$ cat src/rtl/lcd_wr_ctrl.sv
// rtl/lcd_wr_ctrl.sv - 8080-style LCD write controller: word FIFO feeding a strobe-timing FSM
// Delay words (all-zero input, executed in the NOP state) exist only when LCD_NOP_DELAY_EN is defined.
module lcd_wr_ctrl #(
    parameter int FIFO_DEPTH  = 16,
    parameter int WR_LOW_CYC  = 2,
    parameter int WR_HIGH_CYC = 2,
    parameter int NOP_CYC     = 64
) (
    input  logic        clk,
    input  logic        reset,
    input  logic        in_valid,
    output logic        in_ready,
    input  logic [31:0] in_data,
    output logic        lcd_cs,
    output logic        lcd_rs,
    output logic        lcd_wr,
    output logic        lcd_rd,
    output logic [15:0] lcd_data,
    output logic        busy
);
    localparam int AW      = $clog2(FIFO_DEPTH);
    localparam int MAX_LH  = (WR_LOW_CYC > WR_HIGH_CYC) ? WR_LOW_CYC : WR_HIGH_CYC;
    localparam int MAX_CYC = (NOP_CYC > MAX_LH) ? NOP_CYC : MAX_LH;
    localparam int TW      = $clog2(MAX_CYC) + 1;
`ifdef LCD_NOP_DELAY_EN
    localparam int EW = 18;
`else
    localparam int EW = 17;
`endif

    typedef enum logic [2:0] {
        S_IDLE,
        S_SETUP,
        S_STROBE_LO,
        S_STROBE_HI
`ifdef LCD_NOP_DELAY_EN
        , S_NOP
`endif
    } state_t;

    logic [EW-1:0] mem [0:FIFO_DEPTH-1];
    logic [AW-1:0] wr_ptr;
    logic [AW-1:0] rd_ptr;
    logic [AW:0]   count;
    logic          fifo_empty;
    logic          fifo_full;
    logic          push;
    logic          pop;
    logic          word_write;
    logic          word_keep;
    logic [EW-1:0] push_word;
    logic [EW-1:0] head;
    logic          unused_in_bits;

    state_t        state;
    state_t        state_next;
    state_t        head_state;
    logic          in_tail;
    logic [TW-1:0] tmr;
    logic [TW-1:0] tmr_init;
    logic          tmr_load;
    logic          tmr_last;
    logic          cur_rs;
    logic [15:0]   cur_data;
    logic          nxt_cs;
    logic          nxt_wr;
    logic          nxt_rs;
    logic [15:0]   nxt_data;

    assign word_write     = in_data[31] && ((in_data[17:16] == 2'b01) || (in_data[17:16] == 2'b10));
    assign unused_in_bits = ^in_data[30:18];

`ifdef LCD_NOP_DELAY_EN
    // A kept word that is not a write can only be the all-zero delay word.
    assign word_keep  = word_write || (in_data == 32'h0000_0000);
    assign push_word  = {~word_write, in_data[17], in_data[15:0]};
    assign head_state = head[17] ? S_NOP : S_SETUP;
    assign in_tail    = (state == S_STROBE_HI) || (state == S_NOP);
`else
    assign word_keep  = word_write;
    assign push_word  = {in_data[17], in_data[15:0]};
    assign head_state = S_SETUP;
    assign in_tail    = (state == S_STROBE_HI);
`endif

    assign fifo_empty = (count == '0);
    assign fifo_full  = (count == (AW+1)'(FIFO_DEPTH));
    assign in_ready   = ~fifo_full;
    assign push       = in_valid && in_ready && word_keep;
    assign head       = mem[rd_ptr];
    assign busy       = !fifo_empty || (state != S_IDLE);
    assign lcd_rd     = 1'b1;

    always_ff @(posedge clk) begin
        if (push) begin
            mem[wr_ptr] <= push_word;
        end
    end

    always_ff @(posedge clk) begin
        if (reset) begin
            wr_ptr <= '0;
            rd_ptr <= '0;
            count  <= '0;
        end else begin
            if (push) begin
                wr_ptr <= wr_ptr + AW'(1);
            end
            if (pop) begin
                rd_ptr <= rd_ptr + AW'(1);
            end
            case ({push, pop})
                2'b10:   count <= count + (AW+1)'(1);
                2'b01:   count <= count - (AW+1)'(1);
                default: count <= count;
            endcase
        end
    end

    always_ff @(posedge clk) begin
        if (reset) begin
            state <= S_IDLE;
        end else begin
            state <= state_next;
        end
    end

    // The tail of a strobe (or delay) doubles as the dispatch slot, so writes chain without idle gaps.
    always_comb begin
        state_next = state;
        pop        = 1'b0;
        tmr_load   = 1'b0;
        case (state)
            S_IDLE: begin
                if (!fifo_empty) begin
                    pop        = 1'b1;
                    tmr_load   = 1'b1;
                    state_next = head_state;
                end
            end
            S_SETUP: begin
                tmr_load   = 1'b1;
                state_next = S_STROBE_LO;
            end
            S_STROBE_LO: begin
                if (tmr_last) begin
                    tmr_load   = 1'b1;
                    state_next = S_STROBE_HI;
                end
            end
            default: begin
                if (!in_tail) begin
                    state_next = S_IDLE;
                end else if (tmr_last) begin
                    tmr_load = 1'b1;
                    if (fifo_empty) begin
                        state_next = S_IDLE;
                    end else begin
                        pop        = 1'b1;
                        state_next = head_state;
                    end
                end
            end
        endcase
    end

    always_comb begin
        case (state_next)
            S_STROBE_LO: tmr_init = TW'(WR_LOW_CYC - 1);
            S_STROBE_HI: tmr_init = TW'(WR_HIGH_CYC - 1);
`ifdef LCD_NOP_DELAY_EN
            S_NOP:       tmr_init = TW'(NOP_CYC - 1);
`endif
            default:     tmr_init = '0;
        endcase
    end

    always_ff @(posedge clk) begin
        if (reset) begin
            tmr <= '0;
        end else if (tmr_load) begin
            tmr <= tmr_init;
        end else if (tmr != '0) begin
            tmr <= tmr - TW'(1);
        end
    end

    assign tmr_last = (tmr == '0);

    always_ff @(posedge clk) begin
        if (reset) begin
            cur_rs   <= 1'b1;
            cur_data <= '0;
        end else if (pop) begin
            cur_rs   <= head[16];
            cur_data <= head[15:0];
        end
    end

    always_comb begin
        nxt_cs   = 1'b1;
        nxt_wr   = 1'b1;
        nxt_rs   = 1'b1;
        nxt_data = '0;
        case (state)
            S_SETUP, S_STROBE_HI: begin
                nxt_cs   = 1'b0;
                nxt_rs   = cur_rs;
                nxt_data = cur_data;
            end
            S_STROBE_LO: begin
                nxt_cs   = 1'b0;
                nxt_wr   = 1'b0;
                nxt_rs   = cur_rs;
                nxt_data = cur_data;
            end
            default: begin
                nxt_cs = 1'b1;
            end
        endcase
    end

    // Pins are registered from the current state, so they trail the FSM by one cycle.
    always_ff @(posedge clk) begin
        if (reset) begin
            lcd_cs   <= 1'b1;
            lcd_wr   <= 1'b1;
            lcd_rs   <= 1'b1;
            lcd_data <= '0;
        end else begin
            lcd_cs   <= nxt_cs;
            lcd_wr   <= nxt_wr;
            lcd_rs   <= nxt_rs;
            lcd_data <= nxt_data;
        end
    end
endmodule

$ cat config.mk
export PLATFORM = sky130hd
export DESIGN_NAME = lcd_wr_ctrl
export DESIGN_NICKNAME = d
export VERILOG_FILES = /design/src/rtl/lcd_wr_ctrl.sv
export SDC_FILE = /design/constraint.sdc
export NUM_CORES = 1
export LEC_CHECK = 0
export ABC_CLOCK_PERIOD_IN_PS = 6200
export CORE_UTILIZATION = 25
export DETAILED_ROUTE_END_ITERATION = 12
export HOLD_SLACK_MARGIN = 0.05
export SLEW_MARGIN = 10
export SYNTH_ARGS = -nofsm -noshare
export SYNTH_HDL_FRONTEND = slang
export SYNTH_SLANG_ARGS = --single-unit
$ cat constraint.sdc
create_clock -name clk -period 6.2 [get_ports clk]
set_clock_uncertainty 0.15 [all_clocks]
set_input_delay 0.62 -clock clk [delete_from_list [all_inputs] [get_ports clk]]
set_output_delay 0.62 -clock clk [all_outputs]
set_load 0.1 [all_outputs]
==> results.py, run 1 <==
metrics = {
    "detailed_routing": {
        "wl_mm": 27.6,
        "detail-route-antenna-nets": 0,
        "drt-initial-drc-count": 732,
        "vias": 6533,
        "wire_per_inst_um": 19.0,
        "vias_per_cell": 4.50,
        "dr.pass1.iters": 5,
        "drc_errors": 0,
    },
    "cts": {
        "cts_max_path_buffers": 3,
        "cts_sinks": 331,
        "h-tree-depth": 2,
        "cts_made_buffers": 35,
        "ctsHoldBuffers": 0,
        "cts_resized": 0,
        "clk-insertion-delay-late_ns": 0.52,
        "root_buffer": "clkbuf_16",
        "cts_setup_buffers": 0,
        "cts.clk_slew.worst_paths_ns": 0.06,
        "cts_tree": "done",
    },
    "final_layout": {
        "multiInputGateArea_mm2": 0.00338,
        "postLayoutCoreUtil_pct": 30.5,
        "layout.nets": 798,
        "nFillCells": 4893,
        "stdcell_count": 1451,
        "syn_to_final_growth_pct": 19.2,
        "final-seq-area_mm2": 0.00936,
        "antenna_cells": 0,
        "drive_above_1_share_pct": 24.9,
    },
    "yosys": {
        "synth_most_common_cell": "edfxtp_1",
        "yosysSeqAreaShare_pct": 72.3,
        "async_flop_share_pct": 0,
        "synthCells": 690,
        "synth_edf_count": 272,
        "yosys_most_used_dff": "edfxtp_1",
        "syn_area_mm2": 0.0129,
        "synth_top_cell_area_share_pct": 63.2,
        "postSynthNetCount": 735,
        "syn_avg_cell_area_um2": 18.7,
        "synth.distinct_cells": 58,
        "ys_warn_count": 0,
        "ys_top_cells_by_area": "edfxtp_1 (63%), mux4_2 (12%), dfxtp_1 (9.1%), mux2_2 (1.6%), mux2i_1 (1.5%)",
        "synth_seq_cells": 331,
        "yosys-top-cells-count": "edfxtp_1 (272), mux4_2 (68), dfxtp_1 (59)",
        "synth_top_area_cell": "edfxtp_1",
    },
    "setup_path": {
        "arrival_ns": 3.95,
        "r2r_end": "count[2]",
        "startpoint_type": "primary input",
        "r2r_cells": 12,
        "path_class": "primary input to flop",
        "rr_startpoint": "tmr[0]",
        "cp-startpoint": "in_data[17]",
        "end_kind": "flop",
        "cp_max_fo": 17,
        "rrSetupSlack_ns": 2.54,
        "required_ns": 6.26,
        "endpoint": "mem[1][9]",
    },
    "power_and_ir_drop": {
        "internal-power_mw": 4.16,
        "leakagePower_nw": 4.77,
        "p_per_area_mw_per_mm2": 365,
        "net-switching-power_mw": 1.47,
        "clkPwrFrac_pct": 38.7,
        "combinationalPowerShare_pct": 15.0,
        "peakVddDrop_mv": 0.173,
        "pwr-share-seq_pct": 46.3,
        "swShare_pct": 26.1,
        "power_mw": 5.63,
    },
    "grt": {
        "grt_usage_pct": 10.6,
        "grt_pass1_wl_mm": 42.1,
        "grt_pass1_vias": 6656,
        "grt-ovfl-total": 0,
        "grt_antenna_before_repair": 1,
        "grt_max_degree": 52,
    },
    "placement": {
        "dp_hpwl_mm": 16.4,
        "dp.cells": 1388,
        "gp_congestion": 0.746,
        "io_buffer_count": 42,
    },
    "die": {
        "die_h_um": 229,
        "pin_count": 57,
        "initial_core_util_pct": 25.6,
        "row_count": 82,
        "die_w_um": 229,
        "dieArea_mm2": 0.0526,
        "core_area_mm2": 0.0506,
    },
    "sta": {
        "tns_ns": 0,
        "final-hold-violation-count": 0,
        "timing.fmax_mhz": 257,
        "fin_crit_sh_pct": 62.8,
        "rsz0062_at_grt": "false",
        "drv_slew": 0,
        "relSlewSlack_pct": 24.8,
        "tightest_slew_ns": 1.13,
        "fin_crit_ns": 3.89,
        "whs_ns": 0.321,
        "finalSetupViolations": 0,
    },
    "run": {
        "max-cap-violations": 0,
    },
    "hold_path": {
        "hold_path_class": "flop to flop",
    },
    "status": {
        "status": "completed",
    },
}
-- kinds of logic (layout without fill, tap and decap cells) --
family / after synthesis / in the layout / share of synthesized area [%]
AOI/OAI and AO/OA: 58 / 58 / 3.61
xor gates and xnor gates: 8 / 8 / 0.542
adders and majority gates: 10 / 10 / 0.968
buffers and inverters: 48 / 137 / 1.97
DFF: 331 / 331 / 72.3
muxes: 105 / 105 / 14.9
other: 2 / 2 / 0.0581
and+or+nand+nor: 128 / 128 / 5.63
-- state kept, by name, indices dropped and copies added, names as in the netlist --
register and flops:
cur_data 16, lcd_wr 1, mem 272, state 3, cur_rs 1, lcd_cs 1
lcd_data 16, wr_ptr 4, lcd_rs 1, rd_ptr 4, count 5, tmr 7
-- final cells by class --
| type | count | area share (%) |
|---|---|---|
| clock inverters | 18 | 1.56 |
| well taps | 672 | 5.46 |
| repair buffers | 63 | 3.75 |
| inverters | 11 | 0.268 |
| flip-flops and latches | 331 | 60.7 |
| multi-input cells | 311 | 21.9 |
| clock buffers | 45 | 6.32 |
-- metal layers --
layer  global-route usage [%]  wire length, µm
met1                     15.1            13000
met2                     15.9            12400
met3                     2.13             1510
met4                     3.50              648
met5                        0               17
-- power groups by stage --
stage	clock [mW]	combinational (mW)	sequential, mW
after floorplan	0	0.687	2.60
after CTS	2.23	0.854	2.61
after detailed placement	0	0.852	2.65
final	2.18	0.844	2.61
after global placement	0	0.842	2.65
after global routing	2.32	0.926	2.62
-- worst min path at each step --
| stage | start | end | depth (start not counted) |
|---|---|---|---|
| global placement | tmr[6] | tmr[6] | 2 |
| detailed placement | tmr[6] | tmr[6] | 2 |
| finish | tmr[6] | tmr[6] | 2 |
| CTS | tmr[6] | tmr[6] | 2 |
| floorplan | cur_rs | lcd_rs | 2 |
| global route | cur_rs | lcd_rs | 2 |
-- critical path, stage by stage --
cell and delay (ns):
clkdlybuf4s50_1 0.85, xnor2_1 0.20, a211oi_1 0.70, nand2_1 0.32, nor3_2 0.86, buf_4 0.38
-- placed cells by master (no fill, tap or decap), types with 16 or more instances in the layout --
| master | n |
|---|---|
| nand2_1 | 16 |
| and2_1 | 18 |
| dfxtp_1 | 56 |
| edfxtp_1 | 272 |
| mux2_2 | 18 |
| nor2_1 | 16 |
| nor3_1 | 25 |
| mux2i_1 | 19 |
| mux4_2 | 68 |
| clkdlybuf4s50_1 | 42 |
| clkbuf_16 | 35 |
| buf_4 | 21 |
| a221o_1 | 16 |
-- metrics by stage --
step           area (µm²)  setup WS [ns]
6_report            15400           2.31
2_1_floorplan       12900           2.93
3_3_place_gp        14200           1.84
4_1_cts             15400           2.24
5_1_grt             15400           1.98
3_5_place_dp        14200           1.70
Note: power is estimated with default switching activity, not from simulation.
==> run 2, diff against run 1 <==
--- a/config.mk
+++ b/config.mk
@@ -5,7 +5,7 @@
 export SDC_FILE = /design/constraint.sdc
 export NUM_CORES = 1
 export LEC_CHECK = 0
-export ABC_CLOCK_PERIOD_IN_PS = 6200
+export ABC_CLOCK_PERIOD_IN_PS = 3600
 export CORE_UTILIZATION = 25
 export DETAILED_ROUTE_END_ITERATION = 12
 export HOLD_SLACK_MARGIN = 0.05
==> constraint.sdc (replaced) <==
create_clock -name clk -period 3.6 [get_ports clk]
set_clock_uncertainty 0.15 [all_clocks]
set_input_delay 0.36 -clock clk [delete_from_list [all_inputs] [get_ports clk]]
set_output_delay 0.36 -clock clk [all_outputs]
set_load 0.1 [all_outputs]
==> run 2 against run 1 <==
Cell count increased by 0.83%. Sequential power rose by 71%. Hold slack got worse by 0.00093 ns. Critical path type is now flop to flop. Largest cell class unchanged.
==> results.py, run 2 (synthesized netlist as in run 1, its figures left out) <==
metrics = {
    "cts": {
        "h-tree-depth": 2,
        "clk-insertion-delay-late_ns": 0.51,
        "cts_max_path_buffers": 3,
        "cts.clk_slew.worst_paths_ns": 0.06,
        "cts_tree": "done",
        "cts_made_buffers": 34,
        "cts_resized": 0,
        "cts_sinks": 331,
        "cts_setup_buffers": 0,
        "ctsHoldBuffers": 0,
        "root_buffer": "clkbuf_16",
    },
    "setup_path": {
        "required_ns": 3.91,
        "startpoint_type": "flop",
        "end_kind": "flop",
        "arrival_ns": 3.33,
        "path_class": "flop to flop",
        "cp_max_fo": 9,
    },
    "final_layout": {
        "reg.largest.list": "mem (272), cur_data (16), lcd_data (16)",
        "layout.nets": 811,
        "antenna_cells": 0,
        "largest_register_ffs": 272,
        "regMostFlops": "mem",
        "syn_to_final_growth_pct": 19.3,
        "postLayoutCoreUtil_pct": 30.5,
        "drive_above_1_share_pct": 25.4,
        "stdcell_area_mm2": 0.0154,
        "final_common_cell": "edfxtp_1",
        "layout_common_cells": "edfxtp_1 (272), mux4_2 (68), dfxtp_1 (56), clkdlybuf4s50_1 (41), clkbuf_16 (35)",
    },
    "power_and_ir_drop": {
        "pwr-share-seq_pct": 47.8,
        "net-switching-power_mw": 2.49,
        "swShare_pct": 26.7,
        "p_per_area_mw_per_mm2": 605,
        "internal-power_mw": 6.85,
        "leakagePower_nw": 4.78,
        "peakVddDrop_mv": 0.364,
        "clkPwrFrac_pct": 36.1,
        "combinationalPowerShare_pct": 16.1,
    },
    "die": {
        "initial_core_util_pct": 25.6,
        "pin_count": 57,
        "die_h_um": 229,
        "row_count": 82,
        "die_w_um": 229,
        "core_area_mm2": 0.0506,
        "dieArea_mm2": 0.0526,
    },
    "sta": {
        "final-hold-violation-count": 0,
        "postLayoutSetupSlackWorst_ns": 0.574,
        "rsz0062_at_grt": "false",
        "fin_crit_ns": 3.03,
        "tightest_slew_ns": 1.12,
        "timing.fmax_mhz": 331,
        "fin_crit_sh_pct": 84.0,
        "drv_slew": 0,
        "relSlewSlack_pct": 25.3,
        "whs_ns": 0.320,
        "finalSetupViolations": 0,
        "tns_ns": 0,
    },
    "grt": {
        "grt_antenna_before_repair": 1,
        "grt_max_degree": 53,
        "grt-ovfl-total": 0,
        "grt_pass1_vias": 6798,
        "grt_usage_pct": 10.8,
        "grt_pass1_wl_mm": 42.9,
    },
    "detailed_routing": {
        "dr.pass1.iters": 5,
        "vias_per_cell": 4.51,
        "wire_per_inst_um": 19.3,
        "drt-initial-drc-count": 627,
        "vias": 6593,
        "wl_mm": 28.2,
        "drc_errors": 0,
        "detail-route-antenna-nets": 0,
    },
    "hold_path": {
        "hold_path_class": "flop to flop",
    },
    "run": {
        "max-cap-violations": 0,
    },
    "placement": {
        "io_buffer_count": 42,
        "place_area_mm2": 0.0144,
        "place_ws_ns": 0.570,
        "dp_hpwl_mm": 16.7,
        "gp_congestion": 0.772,
    },
    "status": {
        "status": "completed",
    },
}
==> run 2: cell count changes in the layout (fill, tap and decap cells not counted), sizes merged <==
cell	delta
clkbuf	+6
clkinv	-4
buf	+15
clkdlybuf4s50	-1
bufinv	-4
==> run 2: final timing paths <==
| check | start | end | depth (start not counted) | slack [ns] |
|---|---|---|---|---|
| worst min register to register | cur_data[11] | lcd_data[11] | 1 | 0.32 |
| worst max-delay path | tmr[0] | count[4] | 11 | 0.57 |
| worst min-delay path | cur_data[11] | lcd_data[11] | 1 | 0.32 |
| worst max register to register | tmr[0] | count[4] | 11 | 0.57 |
==> run 2: power groups by stage <==
stage	Clock (mW)	Sequential, mW	Combinational [mW]
final	3.37	4.46	1.50
after global routing	3.60	4.49	1.63
after CTS	3.46	4.46	1.52
after detailed placement	0	4.54	1.51
after global placement	0	4.54	1.50
after floorplan	0	4.48	1.18
==> run 2: cell type report <==
cell class,instances,area (µm²)
clock buffers,51,976
clock inverters,10,87.6
fillers,4924,35200
inverters,11,41.3
repair buffers,77,743
multi-input cells,311,3380
well taps,672,841
flip-flops and latches,331,9360
==> run 2: worst max-delay path, cell delays in order (launching register included) <==
cell     delay [ns]
dfxtp_1        0.35
inv_1          0.07
ha_1           0.20
and4b_1        0.34
a21oi_4        0.09
nor3_1         0.26
ha_1           0.40
ha_1           0.24
or4b_2         0.59
a21oi_1        0.15
a31oi_1        0.05
nand3_1        0.10
==> run 2: per-layer routing <==
| layer | vias up | share of wire, % | track usage, % |
|---|---|---|---|
| met5 | - | 0.042 | 0 |
| met2 | 173 | 47 | 16.9 |
| met1 | 3440 | 46 | 15.4 |
| li1 | 2937 | - | - |
| met3 | 41 | 5.6 | 2.29 |
| met4 | 2 | 1.4 | 2.25 |
==> run 2: metrics by stage <==
stage,cells,power [mW]
after floorplan,690,5.66
after global placement,1402,6.04
after detailed placement,1402,6.05
after CTS,1463,9.44
after global routing,1463,9.72
final,1463,9.33
